==> config.mk <==
export PLATFORM = sky130hd
export DESIGN_NAME = button_event_scheduler
export DESIGN_NICKNAME = d
export VERILOG_FILES = /design/src/rtl/button_event_scheduler.sv
export SDC_FILE = /design/constraint.sdc
export NUM_CORES = 1
export LEC_CHECK = 0
export BUFFER_PORTS_ARGS = -buffer_cell sky130_fd_sc_hd__buf_2
export CAP_MARGIN = 20
export CELL_PAD_IN_SITES_DETAIL_PLACEMENT = 1
export CELL_PAD_IN_SITES_GLOBAL_PLACEMENT = 1
export CORE_ASPECT_RATIO = 1.25
export CORE_MARGIN = 2
export CORE_UTILIZATION = 48
export DETAILED_ROUTE_END_ITERATION = 10
export PLACE_DENSITY = 0.92
export SLEW_MARGIN = 20
export SYNTH_ARGS = -nofsm -noshare
export SYNTH_HDL_FRONTEND = slang
export SYNTH_SLANG_ARGS = --single-unit
==> constraint.sdc <==
create_clock -name clk -period 2.7 [get_ports clk]
set_clock_uncertainty 0.1 [all_clocks]
set_input_delay 0 -clock clk [delete_from_list [all_inputs] [get_ports clk]]
set_output_delay 0 -clock clk [all_outputs]
set_load 0.05 [all_outputs]
==> src/rtl/button_event_scheduler.sv <==
// Button event scheduler: turns debounced button levels into press/release/long-press/repeat
// events, arbitrated round-robin onto one valid/ready port. Latency: edge -> evt_valid in 2 cycles.
// Backpressure: one pending slot per button; a post to a busy slot is dropped and sets overflow.
// Build option: define BUTTON_EVENT_REPEAT_EN to emit repeat events while a button stays held.
module button_event_scheduler #(
  parameter int N_BUTTONS    = 4,
  parameter int TICK_CYCLES  = 200_000,
  parameter int LONG_TICKS   = 500,
  parameter int REPEAT_TICKS = 100
) (
  input  logic                         clk,
  input  logic                         rst_n,
  input  logic [N_BUTTONS-1:0]         btn_clean,
  output logic                         evt_valid,
  input  logic                         evt_ready,
  output logic [$clog2(N_BUTTONS)-1:0] evt_btn,
  output logic [1:0]                   evt_type,
  output logic                         overflow,
  input  logic                         clr_overflow
);

  localparam int BW        = $clog2(N_BUTTONS);
  localparam int MAX_TICKS = (LONG_TICKS > REPEAT_TICKS) ? LONG_TICKS : REPEAT_TICKS;
  localparam int CW        = $clog2(MAX_TICKS + 1);
  localparam int PW        = (TICK_CYCLES > 1) ? $clog2(TICK_CYCLES) : 1;

  localparam logic [1:0] ST_LOCKED  = 2'd0;
  localparam logic [1:0] ST_IDLE    = 2'd1;
  localparam logic [1:0] ST_PRESSED = 2'd2;
  localparam logic [1:0] ST_HELD    = 2'd3;

  localparam logic [1:0] EVT_PRESS   = 2'd0;
  localparam logic [1:0] EVT_RELEASE = 2'd1;
  localparam logic [1:0] EVT_LONG    = 2'd2;
`ifdef BUTTON_EVENT_REPEAT_EN
  localparam logic [1:0]    EVT_REPEAT  = 2'd3;
  localparam logic [CW-1:0] REPEAT_LAST = CW'(REPEAT_TICKS - 1);
`endif

  localparam logic [CW-1:0] CNT_MAX    = {CW{1'b1}};
  localparam logic [CW-1:0] LONG_LAST  = CW'(LONG_TICKS - 1);
  localparam logic [PW-1:0] PRESC_LAST = PW'(TICK_CYCLES - 1);

  logic [PW-1:0]                r_presc;
  logic                         w_tick;
  logic [N_BUTTONS-1:0]         r_btn_prev;
  logic [N_BUTTONS-1:0]         w_rise;
  logic [N_BUTTONS-1:0]         w_fall;
  logic [N_BUTTONS-1:0][1:0]    r_state;
  logic [N_BUTTONS-1:0][1:0]    w_state_nxt;
  logic [N_BUTTONS-1:0][CW-1:0] r_cnt;
  logic [N_BUTTONS-1:0][CW-1:0] w_cnt_nxt;
  logic [N_BUTTONS-1:0]         w_post;
  logic [N_BUTTONS-1:0][1:0]    w_post_typ;
  logic [N_BUTTONS-1:0]         r_slot_vld;
  logic [N_BUTTONS-1:0][1:0]    r_slot_typ;
  logic [N_BUTTONS-1:0]         w_gnt_sel;
  logic [N_BUTTONS-1:0]         w_drop;
  logic                         w_take;
  logic                         w_gnt_vld;
  logic [BW-1:0]                w_gnt_idx;
  logic [BW-1:0]                w_ptr_nxt;
  logic [BW-1:0]                r_ptr;
  logic                         r_evt_vld;
  logic [BW-1:0]                r_evt_btn;
  logic [1:0]                   r_evt_typ;
  logic                         r_ovf;

  // Modular add for button indices, which need not be a power of two.
  function automatic logic [BW-1:0] wrap_add(input logic [BW-1:0] a, input int b);
    int s;
    s = int'(a) + b;
    if (s >= N_BUTTONS) s = s - N_BUTTONS;
    return BW'(s);
  endfunction

  assign w_tick = (r_presc == PRESC_LAST);
  assign w_rise = btn_clean & ~r_btn_prev;
  assign w_fall = ~btn_clean & r_btn_prev;

  // Free-running prescaler shared by every hold timer.
  always_ff @(posedge clk) begin
    if (!rst_n)      r_presc <= '0;
    else if (w_tick) r_presc <= '0;
    else             r_presc <= r_presc + 1'b1;
  end

  // Per-button event FSM: next state, hold counter and event to post.
  always_comb begin
    w_state_nxt = r_state;
    w_cnt_nxt   = r_cnt;
    w_post      = '0;
    w_post_typ  = '0;
    for (int i = 0; i < N_BUTTONS; i++) begin
      case (r_state[i])
        ST_LOCKED: begin
          if (w_fall[i]) w_state_nxt[i] = ST_IDLE;
        end
        ST_IDLE: begin
          if (w_rise[i]) begin
            w_post[i]      = 1'b1;
            w_post_typ[i]  = EVT_PRESS;
            w_cnt_nxt[i]   = '0;
            w_state_nxt[i] = ST_PRESSED;
          end
        end
        ST_PRESSED: begin
          if (w_fall[i]) begin
            w_post[i]      = 1'b1;
            w_post_typ[i]  = EVT_RELEASE;
            w_state_nxt[i] = ST_IDLE;
          end else if (w_tick) begin
            if (r_cnt[i] >= LONG_LAST) begin
              w_post[i]      = 1'b1;
              w_post_typ[i]  = EVT_LONG;
              w_cnt_nxt[i]   = '0;
              w_state_nxt[i] = ST_HELD;
            end else if (r_cnt[i] != CNT_MAX) begin
              w_cnt_nxt[i] = r_cnt[i] + 1'b1;
            end
          end
        end
        default: begin
          if (w_fall[i]) begin
            w_post[i]      = 1'b1;
            w_post_typ[i]  = EVT_RELEASE;
            w_state_nxt[i] = ST_IDLE;
          end
`ifdef BUTTON_EVENT_REPEAT_EN
          else if (w_tick) begin
            if (r_cnt[i] >= REPEAT_LAST) begin
              w_post[i]     = 1'b1;
              w_post_typ[i] = EVT_REPEAT;
              w_cnt_nxt[i]  = '0;
            end else if (r_cnt[i] != CNT_MAX) begin
              w_cnt_nxt[i] = r_cnt[i] + 1'b1;
            end
          end
`endif
        end
      endcase
    end
  end

  // Button state registers; buttons held through reset start LOCKED so reset makes no events.
  always_ff @(posedge clk) begin
    if (!rst_n) begin
      r_btn_prev <= btn_clean;
      r_cnt      <= '0;
      for (int i = 0; i < N_BUTTONS; i++) r_state[i] <= btn_clean[i] ? ST_LOCKED : ST_IDLE;
    end else begin
      r_btn_prev <= btn_clean;
      r_cnt      <= w_cnt_nxt;
      r_state    <= w_state_nxt;
    end
  end

  // Round-robin pick: lowest-offset valid slot at or after the pointer wins.
  always_comb begin
    w_gnt_vld = 1'b0;
    w_gnt_idx = '0;
    for (int off = N_BUTTONS - 1; off >= 0; off--) begin
      if (r_slot_vld[wrap_add(r_ptr, off)]) begin
        w_gnt_vld = 1'b1;
        w_gnt_idx = wrap_add(r_ptr, off);
      end
    end
  end

  assign w_take    = ~r_evt_vld | evt_ready;
  assign w_ptr_nxt = wrap_add(w_gnt_idx, 1);

  // A post only drops when its slot is full and that slot is not leaving this cycle.
  always_comb begin
    w_gnt_sel = '0;
    w_drop    = '0;
    for (int i = 0; i < N_BUTTONS; i++) begin
      w_gnt_sel[i] = w_take & w_gnt_vld & (w_gnt_idx == BW'(i));
      w_drop[i]    = w_post[i] & r_slot_vld[i] & ~w_gnt_sel[i];
    end
  end

  // Pending slots: load on accepted post, clear on grant.
  always_ff @(posedge clk) begin
    if (!rst_n) begin
      r_slot_vld <= '0;
      r_slot_typ <= '0;
    end else begin
      for (int i = 0; i < N_BUTTONS; i++) begin
        if (w_post[i] && !w_drop[i]) begin
          r_slot_vld[i] <= 1'b1;
          r_slot_typ[i] <= w_post_typ[i];
        end else if (w_gnt_sel[i]) begin
          r_slot_vld[i] <= 1'b0;
        end
      end
    end
  end

  // Output register: refills whenever empty or being accepted, otherwise holds stable.
  always_ff @(posedge clk) begin
    if (!rst_n) begin
      r_evt_vld <= 1'b0;
      r_evt_btn <= '0;
      r_evt_typ <= '0;
      r_ptr     <= '0;
    end else if (w_take) begin
      r_evt_vld <= w_gnt_vld;
      if (w_gnt_vld) begin
        r_evt_btn <= w_gnt_idx;
        r_evt_typ <= r_slot_typ[w_gnt_idx];
        r_ptr     <= w_ptr_nxt;
      end
    end
  end

  // Sticky overflow; a drop in the same cycle as a clear keeps it set.
  always_ff @(posedge clk) begin
    if (!rst_n)            r_ovf <= 1'b0;
    else if (|w_drop)      r_ovf <= 1'b1;
    else if (clr_overflow) r_ovf <= 1'b0;
  end

  assign evt_valid = r_evt_vld;
  assign evt_btn   = r_evt_btn;
  assign evt_type  = r_evt_typ;
  assign overflow  = r_ovf;

endmodule

==> results.json <==
{
  "holdWs_ns": 0.0612,
  "fin_nets": 604,
  "hold_viol_final": 0,
  "drt-pass1-iter-count": 4,
  "crit_buf_inv": 1,
  "p_total_uw": 4080,
  "clk_path_buf_depth": 2,
  "path_class": "reg2reg",
  "setup_viol": 0,
  "final_cell_mix": "dfxtp_1 (78), nor2_1 (61), nand2_1 (42)",
  "p_leak_uw": 0.00206,
  "routed_wl_um": 12200,
  "syn_area_um2": 4790,
  "tritoncts": "done",
  "rsz0062_at_grt": "false",
  "grt_max_degree": 31,
  "wl_per_cell_um": 17.5,
  "cp-end-kind": "flop",
  "io_buffer_count": 13,
  "synth_cells": 551,
  "core-area_um2": 9660,
  "die_y_um": 116,
  "numCtsBuffers": 9,
  "grt_pass1_wl_um": 20600,
  "hpwl_um": 8670,
  "cap_violations": 0,
  "antenna_found_initial": 0,
  "dpl_cell_area_um2": 4950,
  "multiInputGateArea_um2": 2800,
  "synth_edf_count": 8,
  "grtUsageTotal_pct": 23.9,
  "cpMaxStageDelayCell": "dfxtp_1",
  "powerDensity_nw_per_um2": 770,
  "synth_cell_types": 71,
  "critPathArrivalTime_ns": 2.67,
  "dieArea_um2": 10800,
  "drv_slew": 0,
  "tns_ns": 0,
  "syn_area_per_cell_um2": 8.69,
  "yosysWarningCount": 0,
  "insertion_delay_ns": 0.34,
  "vias_per_cell": 5.95,
  "drt_iter0_drc": 172,
  "hold_path.class": "in2reg",
  "num-fill-cells": 1152,
  "vias": 4156,
  "design_area_um2": 5300,
  "initial_utilization_pct": 49.5,
  "fmax_mhz": 399,
  "drive_gt1_share_pct": 9.79,
  "ys_async_sr_fraction_pct": 0,
  "ant_nets": 0,
  "critical-path-top-delay-family": "compound AO/OA/AOI/OAI gates",
  "cp_max_fo": 7,
  "reg2reg_slack_ns": 0.19,
  "ys_seq_elements": 86,
  "row_count": 40,
  "path_cells": "nor2b_1 -> a21oi_1 -> nor2_1 -> a211o_1 -> inv_1 -> ha_1 -> a21oi_1 -> a222oi_1 -> a21boi_0 -> a31oi_1",
  "timing.final.crit_share_pct": 92.8,
  "grt_pass1_vias": 4485,
  "cts.clk_slew.worst_paths_ns": 0.06,
  "routabilityCongestion": 0.868,
  "peakVddDrop_uv": 408,
  "clock-sinks": 86,
  "seq_area_frac_synth_pct": 37.6,
  "slew_headroom_pct": 55.8,
  "syn2layout_area_growth_pct": 10.8,
  "final_common_cell": "dfxtp_1",
  "min_period_ns": 2.51,
  "regArea_um2": 1800,
  "start_kind": "flop",
  "cp_slowest_stage_delay_ns": 0.41,
  "tightest_slew_ns": 0.657,
  "clock-root-buffer": "clkbuf_16",
  "die_w_um": 93.3,
  "outcome": "complete, no violations",
  "crit_path_frequent_cell": "a21oi_1",
  "h-tree-depth": 3,
  "diodes": 0,
  "synth_fp_nets": 588,
  "grt_overflow": 0,
  "ys.flop_type": "dfxtp_1",
  "drc": 0,
  "ios": 14,
  "cp_data_required_time_ns": 2.87
}
-- where the power goes --
group	internal, uW	switching, uW	leakage (uW)	total, uW
logic	441	819	0.00120	1260
clock network	757	497	0.000150	1250
registers	1440	129	0.000715	1570
total	2640	1450	0.00206	4080
-- what timing repair did --
| item | CTS | global route |
|---|---|---|
| endpoints found under the setup margin | 0 | 3 |
| hold buffers | 4 | 0 |
| hold endpoints to repair | 8 | 0 |
| resized for setup | 0 | 2 |
| buffers inserted | 0 | 0 |
-- state kept, by name, indices dropped and copies added, names as in the netlist --
register,flops
evt_btn,2
evt_type,2
evt_valid,1
overflow,1
r_btn_prev,4
r_cnt,36
r_presc,18
r_ptr,2
r_slot_typ,8
r_slot_vld,4
r_state,8
-- metal layers --
layer	global-route usage, %	vias up	part of all wire [%]
li1	-	2003	-
met4	11.2	0	2.7
met1	25.6	2059	40
met2	45.2	63	55
met3	4.16	31	2.6
met5	0	-	0
-- layout make-up --
cell class              count  share of cell area (%)
clock buffers              11                    4.77
clock inverters             5                   0.897
inverters                  29                    2.05
multi-input cells         420                    52.8
flip-flops and latches     86                    34.0
well taps                 126                    2.97
repair buffers             21                    2.55
-- stage by stage --
stage	std cells	utilization [%]	setup WS, ns
finish	698	54.9	0.195
CTS	698	54.8	0.187
global placement	678	51.3	0.349
floorplan	551	-	0.455
detailed placement	678	51.3	0.207
global route	698	54.9	0.0295
-- logic make-up after synthesis --
family | synth area share, %
simple gates | 26.6
compound gates | 15.6
flops | 37.6
buf+inv | 4.08
xor+xnor | 5.49
fa+ha+maj | 7.58
mux | 2.93
-- path summary, 6_finish.rpt --
kind	startpoint	end	cells after the start
hold / removal	evt_ready	evt_type[0]$_SDFFE_PN0P_	4
hold reg to reg	r_presc[0]$_SDFF_PP0_	r_presc[0]$_SDFF_PP0_	1
setup reg to reg	r_slot_vld[0]$_SDFFE_PN0P_	overflow$_SDFFE_PN0P_	10
setup / recovery	r_slot_vld[0]$_SDFFE_PN0P_	overflow$_SDFFE_PN0P_	10
-- tightest hold or removal path, cell delays in order --
cell,delay [ns]
buf_2,0.09
nor2b_1,0.06
o211ai_1,0.19
o221ai_1,0.11
-- cell usage after synthesis, drive strengths merged (5+ instances only) --
library cell / instances / share of area [%]
a21oi: 38 / 4.0
a22oi: 5 / 0.78
a31oi: 5 / 0.65
and3: 12 / 1.6
buf: 5 / 0.84
clkbuf: 10 / 0.78
dfxtp: 78 / 33
edfxtp: 8 / 5.0
ha: 29 / 7.6
inv: 28 / 2.2
mux2i: 14 / 2.9
nand2: 45 / 3.7
nand2b: 12 / 1.6
nand3: 25 / 3.0
nand4: 18 / 2.6
nor2: 61 / 4.8
nor2b: 11 / 1.4
nor3: 13 / 1.6
o21ai: 25 / 2.8
o22ai: 5 / 0.65
or3: 14 / 1.9
xnor2: 8 / 1.5
xor2: 22 / 4.0
(Power assumes the default switching activity.)
